<file path="src/rtl/out_port_fifo.sv">
// Output-port FIFO between the processor OUT strobe and an external consumer.
// The head word is kept in a register, so the consumer never sees a combinational path from out_data.
module out_port_fifo #(
  parameter int W     = 16,
  parameter int DEPTH = 8
) (
  input  logic                     clk,
  input  logic                     rst,
  input  logic                     out_strobe,
  input  logic [W-1:0]             out_data,
  output logic                     ext_valid,
  output logic [W-1:0]             ext_data,
  input  logic                     ext_ready,
  output logic                     full,
  output logic                     empty,
  output logic [$clog2(DEPTH):0]   count,
  output logic                     overflow,
  input  logic                     clr_ovf
);

  localparam int AW = $clog2(DEPTH);
  localparam int CW = AW + 1;
  localparam logic [AW-1:0] PTR_ONE = AW'(1);
  localparam logic [CW-1:0] CNT_ONE = CW'(1);
  localparam logic [CW-1:0] CNT_MAX = CW'(DEPTH);

  logic [W-1:0]  mem_q [DEPTH];
  logic [AW-1:0] wr_q, wr_d;
  logic [AW-1:0] rd_q, rd_d;
  logic [CW-1:0] count_q, count_d;
  logic [W-1:0]  head_q, head_d;
  logic          ovf_q, ovf_d;
  logic          push, pop, drop;

  always_comb begin
    full  = (count_q == CNT_MAX);
    empty = (count_q == '0);
    pop   = !empty && ext_ready;
    push  = out_strobe && (!full || pop);
    drop  = out_strobe && !push;

    wr_d = push ? wr_q + PTR_ONE : wr_q;
    rd_d = pop  ? rd_q + PTR_ONE : rd_q;

    count_d = count_q;
    if (push && !pop)
      count_d = count_q + CNT_ONE;
    else if (pop && !push)
      count_d = count_q - CNT_ONE;

    // The next head is the incoming word when it lands on the new read slot,
    // otherwise whatever is already stored there; an empty FIFO keeps the old value.
    head_d = head_q;
    if (push && (wr_q == rd_d))
      head_d = out_data;
    else if (count_d != '0)
      head_d = mem_q[rd_d];

    ovf_d = ovf_q;
    if (drop)
      ovf_d = 1'b1;
    else if (clr_ovf)
      ovf_d = 1'b0;
  end

  always_ff @(posedge clk or negedge rst) begin
    if (!rst) begin
      wr_q    <= '0;
      rd_q    <= '0;
      count_q <= '0;
      head_q  <= '0;
      ovf_q   <= 1'b0;
    end else begin
      wr_q    <= wr_d;
      rd_q    <= rd_d;
      count_q <= count_d;
      head_q  <= head_d;
      ovf_q   <= ovf_d;
    end
  end

  // Storage has no reset; the gate keeps a push from landing during reset.
  always_ff @(posedge clk) begin
    if (push && rst)
      mem_q[wr_q] <= out_data;
  end

  assign ext_valid = !empty;
  assign ext_data  = head_q;
  assign count     = count_q;
  assign overflow  = ovf_q;

endmodule

</file>
<file path="config.mk">
export PLATFORM = sky130hd
export DESIGN_NAME = out_port_fifo
export DESIGN_NICKNAME = d
export VERILOG_FILES = /design/src/rtl/out_port_fifo.sv
export SDC_FILE = /design/constraint.sdc
export NUM_CORES = 1
export LEC_CHECK = 0
export CORE_ASPECT_RATIO = 0.6
export CORE_MARGIN = 2
export CORE_UTILIZATION = 35
export CTS_CLUSTER_DIAMETER = 60
export DETAILED_ROUTE_END_ITERATION = 6
export PLACE_DENSITY_LB_ADDON = 0.25
export RECOVER_POWER = 50
export SLEW_MARGIN = 20
export SYNTH_ARGS = -nofsm -noshare
export SYNTH_HDL_FRONTEND = slang
export SYNTH_SLANG_ARGS = --single-unit
</file>
<file path="constraint.sdc">
create_clock -name clk -period 7.8 [get_ports clk]
set_clock_uncertainty 0.1 [all_clocks]
set_input_delay 1.17 -clock clk [delete_from_list [all_inputs] [get_ports clk]]
set_output_delay 1.17 -clock clk [all_outputs]
set_load 0.02 [all_outputs]
</file>
# [Word level (Yosys, flattened, before mapping)]
# Memories as Yosys holds them, arrays and structs flattened.
# Index checks and enable logic that the tools add are counted.
[word_totals] regBits=27 latchBits=0 mem_bits_rw=128 mem_bits_ro=0 in_bits=21 output_inout_bits=24 word_cells=37 memories=1
[classes] n_addsub=4 multipliers=0 div_mod_pow=0 magnitude_cmp=0 eq_ne=2 n_shift=0 n_mux=9 bitwise=0 reduce_logical=16
[mem_list] memory="mem_q" words=8 width=16 read_ports=1 rd_clocked_by_memory_dff=0 wr=1 line_no="27" source="logic [W-1:0] mem_q [DEPTH];"
[op_table] op="$mux W16" count=2
[op_table] op="$mux W4" count=2
[op_table] op="$logic_and A1 B1 Y1" count=7
[op_table] op="$add A3 B1 Y3 const B" count=2
[op_table] op="$add A4 B1 Y4 const B" count=1
[op_table] op="$eq A4 B4 Y1 const B" count=1
[op_table] op="$logic_not A1 Y1" count=4
[op_table] op="$logic_not A4 Y1" count=1
[op_table] op="$mux W1" count=4
[op_table] op="$reduce_bool A2 Y1" count=2
[op_table] op="$reduce_bool A4 Y1" count=1
[op_table] op="$sub A4 B1 Y4 const B" count=1
[op_table] op="$eq A3 B3 Y1" count=1
[op_table] op="$mux W3" count=1
[op_table] op="$logic_or A1 B1 Y1" count=1

# [Logic depth before layout (Yosys ltp)]
[logic_depth] ltp_word=12 ltp_mapped=11 mapped_depth_nobuf=10

# [Worst setup path before layout]
# No wires, ideal clock.
[synth_timing] kind="in2reg" startpoint="input out_strobe" endpoint="memory mem_q[2][0], enable pin" setup_time_ns=0.430 t_arrival_ns=3.401 required_time_ns=7.270 setup_slack_ns=3.868 path_stages=3 path_buffers=1 path_cell_list="buf_1 o21ai_1 nor4_1"
[synth_via] elab_chain_len=4
[synth_rtl] element="start: declaration" line_no="9" source="input logic out_strobe,"
[synth_rtl] element="$logic_and A1 B1 Y1" line_no="39" source="push = out_strobe && (!full || pop);"
[synth_rtl] element="$logic_and A1 B1 Y1" line_no="84" source="if (push && rst)"
[synth_rtl] element="$mux W1" line_no="84"
[synth_rtl] element="$mux W1 (not written as such)" line_no="85" source="mem_q[wr_q] <= out_data;"
[synth_rtl] element="end: declaration" line_no="27"
# Every way passes these cells.

# [Worst setup path after layout]
[layout_timing] startpoint="input ext_ready" endpoint="register head_q[3], in the netlist ext_data[3]"
[layout_via] elab_chain_len=9
[layout_rtl] element="start: declaration" line_no="13" source="input logic ext_ready,"
[layout_rtl] element="$logic_and A1 B1 Y1 (*)" line_no="38" source="pop = !empty && ext_ready;"
[layout_rtl] element="$logic_or A1 B1 Y1" line_no="39"
[layout_rtl] element="$logic_and A1 B1 Y1" line_no="39"
[layout_rtl] element="$logic_not A1 Y1" line_no="48" source="else if (pop && !push)"
[layout_rtl] element="$logic_and A1 B1 Y1" line_no="48"
[layout_rtl] element="$mux W4" line_no="48"
[layout_rtl] element="$mux W4" line_no="46" source="if (push && !pop)"
[layout_rtl] element="$reduce_bool A4 Y1" line_no="56" source="else if (count_d != '0)"
[layout_rtl] element="$reduce_bool A2 Y1 (no line)"
[layout_rtl] element="end signal: assignment" line_no="71" source="head_q <= '0;"
[layout_rtl] element="end signal: assignment" line_no="77" source="head_q <= head_d;"
[layout_rtl] element="end: declaration" line_no="31" source="logic [W-1:0] head_q, head_d;"
# Mark *: on every way between the ends. The rest lies on a longest branch, timed or not. The select of a mux whose other input is x is not followed.
# A chain may end at the register's enable or synchronous reset.

==> out/metrics.yaml <==
power_and_ir_drop:
  leakagePower_nw: 2.819
  p_int_mw: 2.141
  switching_share_pct: 35.56
  share_comb_of_total_power_pct: 38.0
  vdd_drop_max_v: 0.0001764
  power.density_cell_area_nw_per_um2: 408.0
  switchingPower_mw: 1.181
  power_mw: 3.322
  p_clk_share_pct: 27.1
  p_seq_share_pct: 35.0
yosys:
  synth_ff_type: "edfxtp_1"
  synth_compound_area_share_pct: 10.04
  synth_mux_area_share_pct: 11.94
  yosys.area_share.xor_xnor_pct: 0.7739
  synth_async_sr_flop_share_pct: 17.42
  synth_cell_types: 57
  synth-simple-area-share_pct: 7.260
  syn_nets: 460
  synth_top_family_by_area: "multiplexers"
  synthAdderAreaFrac_pct: 0.7371
  post_synth_instance_area_sq_um: 6790
  ys_seq_elements: 155
  synth_warnings: 0
  syn_avg_cell_area_sq_um: 15.61
  synth-edff-count: 128
  yosysSeqAreaShare_pct: 66.56
  synth_largest_area_cell: "edfxtp_1"
  netlist_instances: 435
  synth.top_cell.area_share_pct: 56.61
  synth_area_leaders: "edfxtp_1, dfrtp_1, mux2i_1"
detailed_routing:
  vias: 3901
  via_per_inst: 5.243
  drt_iter0_drc: 359
  drc: 0
  wl_um: 15950
  routedWlPerCell_um: 21.44
  drt-pass1-iter-count: 4
  antenna_left: 0
place:
  hpwl_um: 9733
  numPortBuffers: 44
  place.gp.congestion: 0.7676
  post-place-ws_ns: 3.073
cells_and_area:
  drive_gt1_share_pct: 16.67
  area_growth_pct: 19.92
  n_antenna_cell: 0
  fin_nets: 510
timing:
  layout_setup_ws_ns: 3.384
  fin_crit_sh_pct: 56.61
  fmax_ghz: 0.2265
  maxSlewHeadroom_pct: -23.58
  tns_ns: 0
  worst_hold_slack_ns: 0.4410
  setup_viol_count_final: 0
  post-route-min-period_ns: 4.416
  finalHoldViolations: 0
  drv_slew: 32
  rsz0062_at_grt: "no"
  tightest_slew_ns: 1.854
critical_path:
  critPathArrivalTime_ns: 4.64
  critPathRequiredTime_ns: 8.03
  rr_worst_depth: 10
  start_kind: "input pin"
  critPathMaxFanout: 41
  cp-end-kind: "register"
  path_class: "input pin to register"
grt:
  grt_max_degree: 42
  grt_pass1_wl_um: 24150
  overflow: 0
  first_global_vias: 3899
  track_usage_pct: 16.17
  antenna_found_initial: 0
clocking:
  root_buffer: "clkbuf_16"
  cts_tree: "yes"
  path_clk_slew_ns: 0.06
  cts_hold_buf: 0
  clk_latency_ns: 0.42
  postCtsSetupBuffers: 0
  cts_made_buffers: 17
  clock_path_buffers: 2
  htreeDepth: 4
  cts.sinks: 155
  cts_resized: 0
hold_path:
  min_path_type: "register to register"
  worst_hold_path.num_cells: 1
floorplan:
  die_x_um: 183.8
  start_util_pct: 35.68
  io_pins: 45
  die_h_um: 111.9
  row_count: 39
  dieArea_sq_um: 20570
  core_area_sq_um: 19030
outcome:
  status: "complete, but fails checks"
  violations: "max-capacitance violations, max-slew violations"
flow_run:
  maxCapViolCount: 1
==> flip-flops by register name, summed over array words and instances, names as in the netlist <==
name      flops
count         4
ext_data     16
mem_q       128
overflow      1
rd_q          3
wr_q          3
==> final cells by class <==
cell class                 instances  area (sq um)
fill                            1703         10890
multi-input combinational        246          2107
tap                              246         307.8
inverter                           8         30.03
sequential                       155          4519
timing repair buffer              57         531.8
clock inverter                    14         217.7
clock buffer                      18         429.2
==> path summary, 6_finish.rpt <==
check / from / end / slack (ns)
min: overflow$_DFFE_PN0P_ / overflow$_DFFE_PN0P_ / 0.44
min reg2reg: overflow$_DFFE_PN0P_ / overflow$_DFFE_PN0P_ / 0.44
max: ext_ready / ext_data[3]$_DFFE_PN0P_ / 3.38
max in group asynchronous: rst / ext_data[8]$_DFFE_PN0P_ / 5.37
max reg2reg: count[0]$_DFF_PN0_ / ext_data[3]$_DFFE_PN0P_ / 4.03
min in group asynchronous: rst / wr_q[2]$_DFFE_PN0N_ / 1.15
==> synth_stat cells (7+ instances only) <==
| cell | count |
|---|---|
| a21oi_1 | 17 |
| a22oi_1 | 30 |
| buf_2 | 10 |
| dfrtp_1 | 27 |
| edfxtp_1 | 128 |
| mux2i_1 | 63 |
| mux4_2 | 8 |
| nand2_1 | 30 |
| nor2_1 | 7 |
| nor4_1 | 16 |
| o31ai_2 | 9 |
==> layer usage <==
| layer | up-vias | wire, um | track usage, % |
|---|---|---|---|
| met1 | 1974 | 8083 | 25.46 |
| met4 | 0 | 92 | 4.747 |
| met5 | - | 0 | 0 |
| li1 | 1823 | - | - |
| met3 | 8 | 1013 | 3.664 |
| met2 | 96 | 6763 | 21.99 |
==> power by group through the flow <==
stage / Sequential [mW] / Combinational (mW) / Clock, mW
floorplan: 1.17 / 0.894 / 0
global placement: 1.18 / 1.27 / 0
detailed placement: 1.18 / 1.28 / 0
CTS: 1.16 / 1.29 / 0.915
global route: 1.18 / 1.37 / 0.952
finish: 1.16 / 1.26 / 0.899
==> metrics by stage <==
| stage | area (sq um) | std cells | utilization, % |
|---|---|---|---|
| floorplan | 6790 | 435 | - |
| global placement | 7522 | 712 | 39.53 |
| detailed placement | 7522 | 712 | 39.53 |
| finish | 8143 | 744 | 42.79 |
| CTS | 8169 | 744 | 42.93 |
| global route | 8143 | 744 | 42.79 |
==> logic make-up (layout without fill, tap and decap cells) <==
group                      after synthesis  after routing
AOI/OAI and AO/OA                       80             80
xor gates and xnor gates                 6              6
adders and majority gates                4              4
buffers and inverters                   34             97
DFF                                    155            155
muxes                                   71             71
and+or+nand+nor                         85             85
==> cells in the final DEF (no fill, tap or decap), types with 5 or more instances in the layout <==
master           synthesis  final
xnor2_1                  5      5
bufinv_16                0      5
dlygate4sd3_1            0     24
a21oi_1                 17     17
nor4_1                  16     14
clkbuf_16                0     17
nand2_1                 30     30
a22oi_1                 30     30
clkdlybuf4s50_1          0     19
o31ai_2                  9      9
o31ai_1                  5      5
mux2i_1                 63     63
edfxtp_1               128    128
nor2_1                   7      7
mux4_2                   8      8
dfrtp_1                 27     27
inv_1                    5      6
buf_4                    5     13
==> critical path, stage by stage <==
cell	delay, ns
dlygate4sd3_1	0.94
nand2b_1	0.19
o221ai_4	0.72
buf_4	0.73
mux2i_1	0.21
a22oi_1	0.24
a21oi_1	0.11
o31ai_1	0.25
Note: power is estimated with default switching activity, not from simulation.
==> RTL edit 1 (config.mk and constraints unchanged) <==
Register the output `overflow` once more, with the module's reset; this adds one clock of latency there. The other outputs are not delayed to match.
--- a/src/rtl/out_port_fifo.sv
+++ b/src/rtl/out_port_fifo.sv
@@ -88,7 +88,13 @@
   assign ext_valid = !empty;
   assign ext_data  = head_q;
   assign count     = count_q;
-  assign overflow  = ovf_q;
+  always_ff @(posedge clk or negedge rst) begin
+    if (!rst) begin
+      overflow <= '0;
+    end else begin
+      overflow <= ovf_q;
+    end
+  end
 
 endmodule
 
Function: changed (a bounded check fails within 10 cycles, from zero or initial values and one cycle with rst low).
==> RTL edit 1 against the original RTL <==
- the flow still finishes with violations (capacitance limit, slew limit)
- critical path depth unchanged
- power is 0.23% higher
- sequential cell count up 1
- clock power is 0.9% higher
- sequential power is essentially flat
- routed wire length fell by 2.8%
- design area rose by 0.45%
- maximum frequency up 0.45%
- synthesized area is 0.37% higher
- worst setup slack improved by 0.020 ns
- critical endpoint is now ext_data[15]
- largest cell class unchanged
==> RTL edit 1: results (changes against the original RTL) <==
Route
  • DR iter-0 viols: 349 (-2.8%)
  • First-pass detailed-route iteration total: 5 (+1)
  • Vias per std cell: 5.32 (+1.4%)
  • WL met3: 933 um (-7.9%)
  • Post-DR wirelength/cell: 20.8 um (-3.0%)
  • Wire length on met2: 6.59 mm (-2.6%)
  • Post-Route M1 WL: 7.91 mm (-2.2%)

Synthesis
  • Synth area leaders: edfxtp_1 (56%), dfrtp_1 (10%), mux2i_1 (9.3%)
  • Synth top cells by count: edfxtp_1 (128), mux2i_1 (63), a22oi_1 (30), nand2_1 (30), dfrtp_1 (28)
  • Avg Inst Size Synth: 15.6 um^2 (+0.14%)
  • Synth Area in Compound Gates: 0.100 (-0.000369)
  • Mux contribution to synthesized area: 0.119 (-0.000438)
  • Synth Net Count: 461 (+0.22%)
  • Post-Synth XOR/XNOR Area: 0.00771 (-0.0000284)
  • FFs w/ async S/R, synth: 0.179 (+0.00529)
  • Post-synthesis sequential area ratio: 0.667 (+0.00123)
  • Synth Area in Adders: 0.00734 (-0.0000271)

Timing
  • Max Slew Vio Count: 33 (+3.1%)
  • Slew headroom: -0.277 (-0.0410)

Global route
  • Met2 Usage GRT: 0.213 (-0.00730)
  • First-pass GRT wire length: 23.4 mm (-3.2%)
  • Vias in the first global route: 3,758 (-3.6%)
  • Met3 Usage GRT: 0.0360 (-0.000622)
  • Met1 Usage GRT: 0.249 (-0.00531)
  • Tot GR Track Use: 0.156 (-0.00571)

Finish
  • Final std cells w/o fill: 746 (+0.27%)
  • Sequential cell area: 4540 um^2 (+0.55%)
  • Fraction of final layout cells sized beyond drive strength 1: 0.166 (-0.000667)
  • # nets final: 512 (+0.39%)
  • Fill cells: 1,684 (-1.1%)

Clock tree
  • Clock Root Buffer: clkbuf_16
  • CTS buffer count: 17 (unchanged)
  • Clk_lat worst skew: 0.41 ns

Run
  • Total of max-cap violations: 1 (unchanged)

Outcome
  • Run status: finished with violations
  • Failing checks: capacitance limit, slew limit

Worst setup path
  • Critical Path AT: 4.62 ns (-0.02 ns)

Place
  • Dpl ws: 3.07 ns (-0.00368 ns)
  • Hpwl dp: 9.43 mm (-3.1%)
  • Placed insts: 714 (+0.28%)
  • Dpl cell area: 7550 um^2 (+0.43%)
  • RD Place Congestion: 0.762 (-0.79%)

Power
  • Leakage: 2.85 nW (+1.0%)
  • Maximum VDD drop: 0.157 mV (-11%)
## RTL edit 1: cell count changes after synthesis
| cell | unedited run | this run |
|---|---|---|
| dfrtp_1 | 27 | 28 |
## RTL edit 1: final timing paths
path / startpoint / endpoint / slack, ns / cells past startpoint
setup / recovery: ext_ready / ext_data[15] / 3.40 / 8
hold / removal: ovf_q / overflow / 0.29 / 0
setup reg to reg: count[0] / ext_data[15] / 3.98 / 10
hold reg to reg: ovf_q / overflow / 0.29 / 0
max in group asynchronous: rst / ext_data[3] / 5.23 / 2
min in group asynchronous: rst / ext_data[11] / 1.28 / 2
## RTL edit 1: final cells by class
type	instances	area share
timing repair buffer	58	0.0656
clock inverter	11	0.0236
sequential	156	0.556
multi-input combinational	246	0.258
inverter	8	0.00367
clock buffer	21	0.0563
tap	246	0.0376
## RTL edit 1: where the power goes
part / switching, mW / internal [mW]
logic: 0.715 / 0.544
clock network: 0.322 / 0.585
registers: 0.129 / 1.03
==> RTL edit 2 (config.mk and constraints unchanged) <==
Made on the original files. Change the parameter `W` from 16 to 12.
--- a/src/rtl/out_port_fifo.sv
+++ b/src/rtl/out_port_fifo.sv
@@ -1,7 +1,7 @@
 // Output-port FIFO between the processor OUT strobe and an external consumer.
 // The head word is kept in a register, so the consumer never sees a combinational path from out_data.
 module out_port_fifo #(
-  parameter int W     = 16,
+  parameter int W     = 12,
   parameter int DEPTH = 8
 ) (
   input  logic                     clk,
Interface: changed (resized ext_data and out_data); port bits go from 45 to 37. The function was not compared with the original's and may differ.
==> RTL edit 2 against the original RTL <==
- synthesized area decreased by 23%
- global-route usage grew 1.3 points
- routed wire length is 17% lower
- sequential cell count is 36 lower
- design area decreased by 21%
- hold slack got worse by 0.035 ns
- non-clock buffer count fell by 11
- critical path depth fell by 1
- register-to-register slack got worse by 0.46 ns
- worst setup slack better by 0.013 ns
- power is 16% lower
- first-iteration DRC count decreased by 43%
- critical path type unchanged
==> RTL edit 2: results (changes against the original RTL) <==
Outcome
  • Run status: finished clean

Synthesis
  • Synth top cells by count: edfxtp_1 (96), mux2i_1 (25), dfrtp_1 (23), o22ai_1 (23), clkbuf_1 (15)
  • Post-synthesis sequential area ratio: 0.664 (-0.00146)
  • Post-Synth XOR/XNOR Area: 0.00841 (+0.000670)
  • FFs w/ async S/R, synth: 0.193 (+0.0191)
  • Synth area leaders: edfxtp_1 (55%), dfrtp_1 (11%), mux2i_1 (4.8%)
  • Number of synthesized flops with an enable pin: 96 (-25%)
  • Synth Net Count: 378 (-18%)
  • Mux contribution to synthesized area: 0.0524 (-0.0670)
  • Synth Area in Compound Gates: 0.183 (+0.0829)
  • Synth cell types: 56 (-1.8%)

Worst setup path
  • R2r worst-path depth: 8 (-2)
  • Slowest-stage cell, CP: a221oi_1
  • Crit Path Max Fanout: 24 (-41%)
  • Worst path top cell family by delay: compound AO/OA/AOI/OAI gates
  • Largest stage delay, worst path: 1.00 ns (+0.06 ns)

Global route
  • Met1 Usage GRT: 0.267 (+0.0121)
  • First-pass GRT wire length: 20.0 mm (-17%)
  • Tot GR Track Use: 0.174 (+0.0125)
  • Initial antenna violation count: 1 (+1)
  • Largest net degree at the start of global routing: 34 (-19%)
  • Met3 Usage GRT: 0.0669 (+0.0303)
  • Vias in the first global route: 3,252 (-17%)

Finish
  • Max FFs per register: 96 (-25%)
  • Fraction of final layout cells sized beyond drive strength 1: 0.144 (-0.0231)
  • Fill cells: 1,286 (-24%)

Route
  • Post-Route M1 WL: 6.69 mm (-17%)
  • WL met3: 1.08 mm (+6.5%)
  • Total Wirelength: 13.3 mm (-17%)
  • DR iter-0 viols: 206 (-43%)
  • DR vias: 3,426 (-12%)
  • Wire length on met2: 5.35 mm (-21%)

Place
  • Dpl cell area: 5840 um^2 (-22%)
  • Input/output buffers: 36 (-18%)
  • RD Place Congestion: 0.778 (+1.3%)
  • Hpwl dp: 8.31 mm (-15%)

Power
  • Leakage: 2.25 nW (-20%)
  • Psw: 1.02 mW (-14%)
  • Maximum VDD drop: 0.210 mV (+19%)
## RTL edit 2: kinds of logic after synthesis
group                    count (synthesis)
AO/OA/AOI/OAI                          119
flip-flops                             119
AND/OR/NAND/NOR                         51
buffers and inverters                   32
multiplexers                            27
XOR/XNOR                                 5
adder cells (fa/ha/maj)                  4
## RTL edit 2: power by group through the flow
stage / Combinational, mW / Clock, mW / Sequential [mW]
finish: 1.07 / 0.825 / 0.884
global route: 1.15 / 0.865 / 0.894
CTS: 1.07 / 0.837 / 0.882
detailed placement: 1.06 / 0 / 0.893
global placement: 1.03 / 0 / 0.889
floorplan: 0.663 / 0 / 0.913
## RTL edit 2: metrics by stage
step	hold WS [ns]	util	worst slack [ns]	instances
6_report	0.406	0.445	3.40	609
5_1_grt	0.443	0.445	3.12	609
4_1_cts	0.418	0.446	3.64	609
3_5_place_dp	0.405	0.403	3.22	577
3_3_place_gp	0.394	0.401	3.38	577
2_1_floorplan	0.426	-	4.44	357
## RTL edit 2: cell type report
cell class / instances / area [um^2] / area share
Inverter: 8 / 31.3 / 0.00484
Sequential cell: 119 / 3460 / 0.535
Multi-Input combinational cell: 206 / 1660 / 0.257
Tap cell: 198 / 248 / 0.0383
Timing Repair Buffer: 46 / 432 / 0.0668
Clock inverter: 14 / 201 / 0.0312
Clock buffer: 18 / 429 / 0.0664
## RTL edit 2: final timing paths
kind	from	to	slack (ns)
min in group asynchronous	rst	count[0]	1.55
max in group asynchronous	rst	ext_data[9]	5.18
max	ext_ready	ext_data[9]	3.40
max reg2reg	count[0]	ext_data[9]	3.57
min reg2reg	overflow	overflow	0.41
min	overflow	overflow	0.41
